File: src/rtl/sae_arbiter_if.sv
//==============================================================================
// Module   : sae_arbiter_if
// Brief    : Requester, response and SAE-core signal bundle for sae_arbiter.
// Revision : 1.0 - initial release
//==============================================================================
`default_nettype none

interface sae_arbiter_if;
    logic       req0_valid;
    logic [1:0] req0_mode;
    logic [7:0] req0_data;
    logic [7:0] req0_key;
    logic       req0_ready;
    logic       req1_valid;
    logic [1:0] req1_mode;
    logic [7:0] req1_data;
    logic [7:0] req1_key;
    logic       req1_ready;

    logic       rsp0_valid;
    logic [7:0] rsp0_data;
    logic [3:0] rsp0_err;
    logic       rsp1_valid;
    logic [7:0] rsp1_data;
    logic [3:0] rsp1_err;

    logic [1:0] core_mode;
    logic [7:0] core_data_input;
    logic [7:0] core_key_input;
    logic       core_inputs_valid;
    logic [7:0] core_data_output;
    logic       core_output_ready;
    logic       core_err_ptxt;
    logic       core_err_seckey;
    logic       core_err_ctxt;

    // Arbiter side
    modport slave (
        input  req0_valid, req0_mode, req0_data, req0_key,
        input  req1_valid, req1_mode, req1_data, req1_key,
        output req0_ready, req1_ready,
        output rsp0_valid, rsp0_data, rsp0_err,
        output rsp1_valid, rsp1_data, rsp1_err,
        output core_mode, core_data_input, core_key_input, core_inputs_valid,
        input  core_data_output, core_output_ready,
        input  core_err_ptxt, core_err_seckey, core_err_ctxt
    );

    // Requesters plus SAE core
    modport master (
        output req0_valid, req0_mode, req0_data, req0_key,
        output req1_valid, req1_mode, req1_data, req1_key,
        input  req0_ready, req1_ready,
        input  rsp0_valid, rsp0_data, rsp0_err,
        input  rsp1_valid, rsp1_data, rsp1_err,
        input  core_mode, core_data_input, core_key_input, core_inputs_valid,
        output core_data_output, core_output_ready,
        output core_err_ptxt, core_err_seckey, core_err_ctxt
    );
endinterface

`default_nettype wire

File: src/rtl/sae_arbiter.sv
//==============================================================================
// Module   : sae_arbiter
// Brief    : Round-robin two-requester front end for a shared SAE core with a
//            response timeout. Define SAE_ARBITER_STATS_EN for grant/timeout
//            statistics counters.
// Revision : 1.0 - initial release
//==============================================================================
`default_nettype none

module sae_arbiter #(
    parameter int TIMEOUT_CYCLES = 8
) (
    input  logic         clk,
    input  logic         rst_n,
    sae_arbiter_if.slave bus
`ifdef SAE_ARBITER_STATS_EN
    ,
    output logic [15:0]  grant_cnt0,
    output logic [15:0]  grant_cnt1,
    output logic [7:0]   timeout_cnt
`endif
);

    localparam logic [1:0] c_ST_IDLE  = 2'd0;
    localparam logic [1:0] c_ST_ISSUE = 2'd1;
    localparam logic [1:0] c_ST_WAIT  = 2'd2;
    localparam logic [1:0] c_ST_RESP  = 2'd3;
    localparam logic [7:0] c_TMO_LAST = 8'(TIMEOUT_CYCLES - 1);

    logic [1:0] r_state;
    logic       r_last_grant;
    logic       r_id;
    logic [7:0] r_cnt;

    logic       w_elig0;
    logic       w_elig1;
    logic       w_win1;
    logic       w_grant;
    logic       w_core_done;
    logic       w_timeout;
    logic [7:0] w_cap_data;
    logic [3:0] w_cap_err;

    assign w_elig0 = bus.req0_valid && (bus.req0_mode != 2'b00);
    assign w_elig1 = bus.req1_valid && (bus.req1_mode != 2'b00);
    // r_last_grant resets to 1 so requester 0 wins the first contention
    assign w_win1  = w_elig1 && (!w_elig0 || !r_last_grant);
    assign w_grant = rst_n && (r_state == c_ST_IDLE) && (w_elig0 || w_elig1);

    assign bus.req0_ready = w_grant && !w_win1;
    assign bus.req1_ready = w_grant && w_win1;

    assign w_core_done = (r_state == c_ST_WAIT) &&
                         (bus.core_output_ready || bus.core_err_ptxt ||
                          bus.core_err_seckey  || bus.core_err_ctxt);
    assign w_timeout   = (r_state == c_ST_WAIT) && !w_core_done && (r_cnt == c_TMO_LAST);
    assign w_cap_data  = w_core_done ? bus.core_data_output : 8'h00;
    assign w_cap_err   = w_core_done ?
                         {1'b0, bus.core_err_ctxt, bus.core_err_seckey, bus.core_err_ptxt} :
                         4'b1000;

    always_ff @(posedge clk or negedge rst_n) begin
        if (!rst_n) begin
            r_state               <= c_ST_IDLE;
            r_last_grant          <= 1'b1;
            r_id                  <= 1'b0;
            r_cnt                 <= 8'h00;
            bus.core_mode         <= 2'b00;
            bus.core_data_input   <= 8'h00;
            bus.core_key_input    <= 8'h00;
            bus.core_inputs_valid <= 1'b0;
            bus.rsp0_valid        <= 1'b0;
            bus.rsp0_data         <= 8'h00;
            bus.rsp0_err          <= 4'h0;
            bus.rsp1_valid        <= 1'b0;
            bus.rsp1_data         <= 8'h00;
            bus.rsp1_err          <= 4'h0;
        end else begin
            bus.rsp0_valid        <= 1'b0;
            bus.rsp1_valid        <= 1'b0;
            bus.core_inputs_valid <= 1'b0;
            case (r_state)
                c_ST_IDLE: begin
                    if (w_grant) begin
                        r_id                  <= w_win1;
                        r_last_grant          <= w_win1;
                        bus.core_mode         <= w_win1 ? bus.req1_mode : bus.req0_mode;
                        bus.core_data_input   <= w_win1 ? bus.req1_data : bus.req0_data;
                        bus.core_key_input    <= w_win1 ? bus.req1_key  : bus.req0_key;
                        bus.core_inputs_valid <= 1'b1;
                        r_state               <= c_ST_ISSUE;
                    end
                end
                c_ST_ISSUE: begin
                    r_cnt   <= 8'h00;
                    r_state <= c_ST_WAIT;
                end
                c_ST_WAIT: begin
                    // Completion is tested first so it wins over a same-cycle expiry
                    if (w_core_done || w_timeout) begin
                        if (r_id) begin
                            bus.rsp1_valid <= 1'b1;
                            bus.rsp1_data  <= w_cap_data;
                            bus.rsp1_err   <= w_cap_err;
                        end else begin
                            bus.rsp0_valid <= 1'b1;
                            bus.rsp0_data  <= w_cap_data;
                            bus.rsp0_err   <= w_cap_err;
                        end
                        bus.core_mode <= 2'b00;
                        r_state       <= c_ST_RESP;
                    end else begin
                        r_cnt <= r_cnt + 8'd1;
                    end
                end
                c_ST_RESP: begin
                    r_state <= c_ST_IDLE;
                end
                default: begin
                    r_state <= c_ST_IDLE;
                end
            endcase
        end
    end

`ifdef SAE_ARBITER_STATS_EN
    always_ff @(posedge clk or negedge rst_n) begin
        if (!rst_n) begin
            grant_cnt0  <= 16'h0000;
            grant_cnt1  <= 16'h0000;
            timeout_cnt <= 8'h00;
        end else begin
            if (bus.req0_ready && (grant_cnt0 != 16'hFFFF)) begin
                grant_cnt0 <= grant_cnt0 + 16'd1;
            end
            if (bus.req1_ready && (grant_cnt1 != 16'hFFFF)) begin
                grant_cnt1 <= grant_cnt1 + 16'd1;
            end
            if (w_timeout && (timeout_cnt != 8'hFF)) begin
                timeout_cnt <= timeout_cnt + 8'd1;
            end
        end
    end
`endif

endmodule

`default_nettype wire

File: src/flat_wrapper.sv
// flat-port wrapper written by rule: the top's interface ports become plain ports
module sae_arbiter_flat 
#(
    parameter int TIMEOUT_CYCLES = 8
)
  (clk, rst_n, bus_req0_valid, bus_req0_mode, bus_req0_data, bus_req0_key, bus_req1_valid, bus_req1_mode, bus_req1_data, bus_req1_key, bus_req0_ready, bus_req1_ready, bus_rsp0_valid, bus_rsp0_data, bus_rsp0_err, bus_rsp1_valid, bus_rsp1_data, bus_rsp1_err, bus_core_mode, bus_core_data_input, bus_core_key_input, bus_core_inputs_valid, bus_core_data_output, bus_core_output_ready, bus_core_err_ptxt, bus_core_err_seckey, bus_core_err_ctxt);
  sae_arbiter_if bus_i ();
  input  logic clk;
  input  logic rst_n;
  input wire logic [$bits(bus_i.req0_valid)-1:0] bus_req0_valid;
  input wire logic [$bits(bus_i.req0_mode)-1:0] bus_req0_mode;
  input wire logic [$bits(bus_i.req0_data)-1:0] bus_req0_data;
  input wire logic [$bits(bus_i.req0_key)-1:0] bus_req0_key;
  input wire logic [$bits(bus_i.req1_valid)-1:0] bus_req1_valid;
  input wire logic [$bits(bus_i.req1_mode)-1:0] bus_req1_mode;
  input wire logic [$bits(bus_i.req1_data)-1:0] bus_req1_data;
  input wire logic [$bits(bus_i.req1_key)-1:0] bus_req1_key;
  output wire logic [$bits(bus_i.req0_ready)-1:0] bus_req0_ready;
  output wire logic [$bits(bus_i.req1_ready)-1:0] bus_req1_ready;
  output wire logic [$bits(bus_i.rsp0_valid)-1:0] bus_rsp0_valid;
  output wire logic [$bits(bus_i.rsp0_data)-1:0] bus_rsp0_data;
  output wire logic [$bits(bus_i.rsp0_err)-1:0] bus_rsp0_err;
  output wire logic [$bits(bus_i.rsp1_valid)-1:0] bus_rsp1_valid;
  output wire logic [$bits(bus_i.rsp1_data)-1:0] bus_rsp1_data;
  output wire logic [$bits(bus_i.rsp1_err)-1:0] bus_rsp1_err;
  output wire logic [$bits(bus_i.core_mode)-1:0] bus_core_mode;
  output wire logic [$bits(bus_i.core_data_input)-1:0] bus_core_data_input;
  output wire logic [$bits(bus_i.core_key_input)-1:0] bus_core_key_input;
  output wire logic [$bits(bus_i.core_inputs_valid)-1:0] bus_core_inputs_valid;
  input wire logic [$bits(bus_i.core_data_output)-1:0] bus_core_data_output;
  input wire logic [$bits(bus_i.core_output_ready)-1:0] bus_core_output_ready;
  input wire logic [$bits(bus_i.core_err_ptxt)-1:0] bus_core_err_ptxt;
  input wire logic [$bits(bus_i.core_err_seckey)-1:0] bus_core_err_seckey;
  input wire logic [$bits(bus_i.core_err_ctxt)-1:0] bus_core_err_ctxt;
  assign bus_i.req0_valid = bus_req0_valid;
  assign bus_i.req0_mode = bus_req0_mode;
  assign bus_i.req0_data = bus_req0_data;
  assign bus_i.req0_key = bus_req0_key;
  assign bus_i.req1_valid = bus_req1_valid;
  assign bus_i.req1_mode = bus_req1_mode;
  assign bus_i.req1_data = bus_req1_data;
  assign bus_i.req1_key = bus_req1_key;
  assign bus_req0_ready = bus_i.req0_ready;
  assign bus_req1_ready = bus_i.req1_ready;
  assign bus_rsp0_valid = bus_i.rsp0_valid;
  assign bus_rsp0_data = bus_i.rsp0_data;
  assign bus_rsp0_err = bus_i.rsp0_err;
  assign bus_rsp1_valid = bus_i.rsp1_valid;
  assign bus_rsp1_data = bus_i.rsp1_data;
  assign bus_rsp1_err = bus_i.rsp1_err;
  assign bus_core_mode = bus_i.core_mode;
  assign bus_core_data_input = bus_i.core_data_input;
  assign bus_core_key_input = bus_i.core_key_input;
  assign bus_core_inputs_valid = bus_i.core_inputs_valid;
  assign bus_i.core_data_output = bus_core_data_output;
  assign bus_i.core_output_ready = bus_core_output_ready;
  assign bus_i.core_err_ptxt = bus_core_err_ptxt;
  assign bus_i.core_err_seckey = bus_core_err_seckey;
  assign bus_i.core_err_ctxt = bus_core_err_ctxt;
  sae_arbiter #(.TIMEOUT_CYCLES(TIMEOUT_CYCLES)) u_core (.clk(clk), .rst_n(rst_n), .bus(bus_i));
endmodule
File: config.mk
export PLATFORM = sky130hd
export DESIGN_NAME = sae_arbiter_flat
export DESIGN_NICKNAME = d
export VERILOG_FILES = /design/src/rtl/sae_arbiter_if.sv /design/src/rtl/sae_arbiter.sv /design/src/flat_wrapper.sv
export SDC_FILE = /design/constraint.sdc
export NUM_CORES = 1
export LEC_CHECK = 0
export CORE_UTILIZATION = 47
export DETAILED_ROUTE_END_ITERATION = 10
export PLACE_DENSITY = 0.9
export SLEW_MARGIN = 0
export SYNTH_ARGS = -nofsm -noshare
export SYNTH_HDL_FRONTEND = slang
export SYNTH_SLANG_ARGS = --single-unit
File: constraint.sdc
create_clock -name clk -period 3 [get_ports clk]
set_input_delay 0.6 -clock clk [delete_from_list [all_inputs] [get_ports clk]]
set_output_delay 0.6 -clock clk [all_outputs]
set_load 0.005 [all_outputs]
* After elaboration in Yosys (flattened, before gate mapping)
Index checks and enable logic that the tools add are counted.
** Cells by class
- Add/subtract/negate cells :: 1
- Equal/unequal tests :: 7
- Muxes and demuxes :: 21
- Bitwise operators :: 1
- Reduce and logical (&&, ||, !) cells :: 31
** Operators with widths (number)
- $mux 8 :: 4
- $pmux 8 s2 :: 1
- $logic_and 1x1->1 :: 10
- $mux 2 :: 5
- $reduce_and 3->1 :: 3
- $add 8x1->8 const B :: 1
- $eq 8x3->1 const B :: 1
- $mux 1 :: 8
- $pmux 2 s4 :: 1
- $reduce_bool 2->1 :: 4
- $logic_or 1x1->1 :: 6
- $reduce_and 2->1 :: 3
- $eq 2x2->1 const B :: 2
- $logic_not 1->1 :: 4
- $mux 4 :: 1
- $ne 2x2->1 const B :: 2
- $pmux 2 s2 :: 1
- $eq 2x1->1 const B :: 1
- $logic_not 2->1 :: 1
- $ne 2x1->1 const B :: 1
- $not 1->1 :: 1
** Storage, ports and cells
- Register bits after elaboration :: 57
- Input bits :: 52
- Output and inout bits :: 47
- Word-level logic and storage cells :: 75

* Longest topological paths before layout
- Depth after elaboration :: 10
- Depth in mapped cells :: 8
- Mapped depth without buffers :: 6

* Worst setup path before layout
No wires, ideal clock.
- Kind :: input to output
- From :: input bus_req1_mode[1]
- To :: output bus_req1_ready
- Arrival time :: 1.519 ns
- Required time :: 2.400 ns
- Path slack :: 0.881 ns
- Cell stages on the path :: 5
- Buffers on the path :: 2
- Cell sequence :: o21ai_0 -> o21bai_1 -> buf_2 -> buf_4 -> nor2_1
** On the way
- Longest elaborated chain between the ends :: 5
- Elaborated cells on any way between the ends :: 6
- Classes of those cells :: reduce/logical (6)
** Ends and longest elaborated chain
- start, declared :: RTL line flat_wrapper.sv:15 : input wire logic [$bits(bus_i.req1_mode)-1:0] bus_req1_mode;
- $reduce_bool 2->1 * :: RTL line sae_arbiter.sv:45 : assign w_elig1 = bus.req1_valid && (bus.req1_mode != 2'b00);
- $logic_and 1x1->1 * :: RTL line sae_arbiter.sv:45
- $logic_or 1x1->1 :: RTL line sae_arbiter.sv:48 : assign w_grant = rst_n && (r_state == c_ST_IDLE) && (w_elig0 || w_elig1);
- $logic_and 1x1->1 :: RTL line sae_arbiter.sv:48
- $logic_and 1x1->1 * :: RTL line sae_arbiter.sv:51 : assign bus.req1_ready = w_grant && w_win1;
- end, declared :: RTL line flat_wrapper.sv:19 : output wire logic [$bits(bus_i.req1_ready)-1:0] bus_req1_ready;
Mark *: on every way between the ends. The rest lies on a longest branch, timed or not.

* Final worst setup path
Ends and elaborated chain as after synthesis.

==> results by group <==
Clock network
  • CTS tree: yes
  • Post_cts resized: 0
  • H-Tree Depth: 3
  • Post-CTS Hold Buffers: 0
  • CTS Buf Count: 9
  • Postcts setup bufs: 0
  • Clk_lat worst skew: 330 ps
  • Clock Sink Count: 57
  • CTS clk-pin slew, worst paths: 70 ps
  • Clock Tree Root: clkbuf_8
  • Clk buf depth: 2

Yosys
  • Top area cells in the synthesized netlist: dfrtp_1 55%, a22o_1 7.5%, mux2i_1 6.7%, nand2_1 3.7%, o21ai_0 3.5%
  • Most frequent cells after synthesis: 56 x dfrtp_1, 25 x nand2_1, 22 x a22o_1
  • Fraction of registers with async set/reset: 100.0%
  • Number of synthesized flops with an enable pin: 0
  • Dominant synthesized flop cell: dfrtp_1
  • Leading area contributor after synthesis: dfrtp_1
  • Synth cell types: 39
  • Seq cells post-synth: 57
  • Syn nets: 280
  • Most common cell in the netlist: dfrtp_1
  • Post-synth top area share: 54.77%
  • Post-synth design cell area: 2559 µm²
  • Yosys Warn Count: 0
  • Synthesized area per cell: 11.47 µm²
  • Post-Syn Instances: 223
  • Post-synthesis sequential area ratio: 55.79%

Worst setup path
  • Crit path top cell by count: clkdlybuf4s50_1
  • WS Path Type: input port to primary output
  • CP Launch Type: input port
  • CP arrival: 2280 ps
  • Critical Path Fanout Max: 3
  • Largest stage delay, worst path: 550 ps
  • RR Endpoint: u_core.r_cnt[3]$_DFFE_PN0P_
  • Critical Path Sink Type: primary output
  • Worst path cell trace: clkdlybuf4s50_1, o21ai_0, o21bai_2, nor2_1, clkdlybuf4s50_1
  • Slowest CP cell: clkdlybuf4s50_1
  • Flop2flop setup slack: 790 ps
  • Required time of the critical path: 2400 ps
  • Reg2reg path depth: 6
  • Reg2Reg Launch Point: u_core.r_state[0]$_DFFE_PN0P_

GRT
  • Largest net degree at the start of global routing: 60
  • GRT Residual Overflow: 0
  • Global-route wire length before repair: 9.632 mm
  • Vias in the first global route: 2,132
  • Initial antenna violation count: 0
  • GRT Util Overall: 22.93%

Power and ir drop
  • Power Density: 889.5 nW/µm²
  • IR drop worst, VDD: 0.5063 mV
  • Leakage power total: 1.759 nW

Drt
  • Residual DRC: 0
  • Routed WL: 6.036 mm
  • Starting DRT DRC Count: 106
  • Via density: 5.379
  • Post-route ant nets: 0
  • Drt first pass iters: 4
  • Drt wl/cell: 15.05 µm
  • DR vias: 2,157

Outcome
  • Status: finished, final reports clean

Floorplan
  • Area of the core: 5172 µm²
  • Chip width: 75.79 µm
  • Die Y: 75.79 µm
  • Die ar.: 5743 µm²
  • Std cell rows: 26
  • Initial Utilization: 49.47%
  • I/O pins: 99

STA
  • Slew Limit Fails: 0
  • Final setup vio count: 0
  • Worst Skew: 5.073 ps
  • Fin crit share: 95.97%
  • Final min period: 2879 ps
  • Highest clock rate: 347.3 MHz
  • Worst-Margin Slew: 732.8 ps
  • Slew margin rel.: 51.14%
  • RSZ-0062 raised after global routing: false
  • TNS Setup: 0 ps
  • Final hold vios: 0

Cells and area
  • Fillers: 356
  • # nets final: 383
  • Final cell count without fillers: 401
  • Layout cells sized above 1: 10.27%
  • Area Overhead vs Synth: 48.90%
  • Post-layout util: 73.66%
  • Antenna diodes: 0

Flow run
  • Max capacitance violation total: 0

Placement
  • PortBufs: 98
  • Dpl hpwl: 4.304 mm
  • Placed insts: 385
  • RePlAce Congestion: 0.7955

Hold path
  • Worst min path class: input port to asynchronous set/reset pin
## how the worst max path moves through the flow
stage | startpoint | cells past startpoint | endpoint | slack [ps]
after floorplan | bus_req1_mode[1] | 5 | bus_req1_ready | 880
after global placement | bus_req1_mode[1] | 5 | bus_req1_ready | 200
after detailed placement | bus_req1_mode[1] | 5 | bus_req1_ready | 200
after CTS | bus_req1_mode[1] | 5 | bus_req1_ready | 140
after global routing | bus_req1_mode[1] | 5 | bus_req1_ready | 20
final | bus_req1_mode[1] | 5 | bus_req1_ready | 120
## routing by layer
layer | vias to the layer above | track usage, % | share of wire (%)
met5 | - | 0 | 0
met4 | 0 | 13.17 | 2.1
met3 | 9 | 5.159 | 6.9
met2 | 93 | 36.87 | 49
met1 | 1037 | 28.45 | 42
li1 | 1018 | - | -
## where the power goes
part	leakage (nW)	internal (mW)	switching, mW	total [mW]
registers	0.721	1.09	0.191	1.29
logic	0.946	0.854	0.549	1.40
clock network	0.0912	0.381	0.319	0.700
## per-stage QoR
step,total power [mW],hold WS [ps],instance area (µm²),setup slack [ps]
floorplan,1.891,304.4,2559,880.9
global placement,2.643,459.7,3615,203.5
detailed placement,2.704,469.1,3615,202.6
CTS,3.422,459.2,3810,137.1
global route,3.635,486.7,3810,19.72
finish,3.389,443.1,3810,120.8
## final cells by class
| cell class | instances | area [µm²] | area share [%] |
|---|---|---|---|
| well taps | 70 | 87.58 | 2.299 |
| clock buffers | 9 | 123.9 | 3.251 |
| inverters | 11 | 41.29 | 1.084 |
| flip-flops and latches | 57 | 1428 | 37.47 |
| multi-input cells | 144 | 1045 | 27.42 |
| repair buffers | 103 | 1013 | 26.60 |
| clock inverters | 7 | 71.32 | 1.872 |
## layout by cell type, fill, tap and decap left out, drive strengths merged, types with 3 or more instances in the layout
cell type and instances:
clkdlybuf4s50 97, dfrtp 56, nand2 25, a22o 22, o21ai 19, mux2i 17
inv 11, clkbuf 9, nor3 6, buf 6, nor2 5, nand3 5
ha 5, a211o 5, a21oi 4, a21o 3, o211ai 3, and3 3
nand4 3, clkinvlp 3, mux2 3, clkinv 3
## registers in the layout, indices dropped and copies added, names as in the netlist, 2 cells and up
register	flops
u_core.bus.core_data_input	8
u_core.bus.core_key_input	8
u_core.bus.rsp0_data	8
u_core.bus.rsp1_data	8
u_core.r_cnt	8
u_core.bus.rsp0_err	4
u_core.bus.rsp1_err	4
u_core.bus.core_mode	2
u_core.r_state	2
## worst max-delay path: cells and delay by family
family                 cells  cell delay [ps]
AOI/OAI and AO/OA          2              420
and+or+nand+nor            1              210
buffers and inverters      2             1050
## kinds of logic (layout without fill, tap and decap cells)
| logic type | Yosys count | count (layout) | synth area share, % |
|---|---|---|---|
| XOR/XNOR | 1 | 1 | 0.3424 |
| multiplexers | 20 | 20 | 8.117 |
| AND/OR/NAND/NOR | 55 | 55 | 11.30 |
| buffers and inverters | 22 | 130 | 3.521 |
| flip-flops | 57 | 57 | 55.79 |
| adder cells (fa/ha/maj) | 5 | 5 | 2.445 |
| AO/OA/AOI/OAI | 63 | 63 | 18.48 |
(Power assumes the default switching activity.)
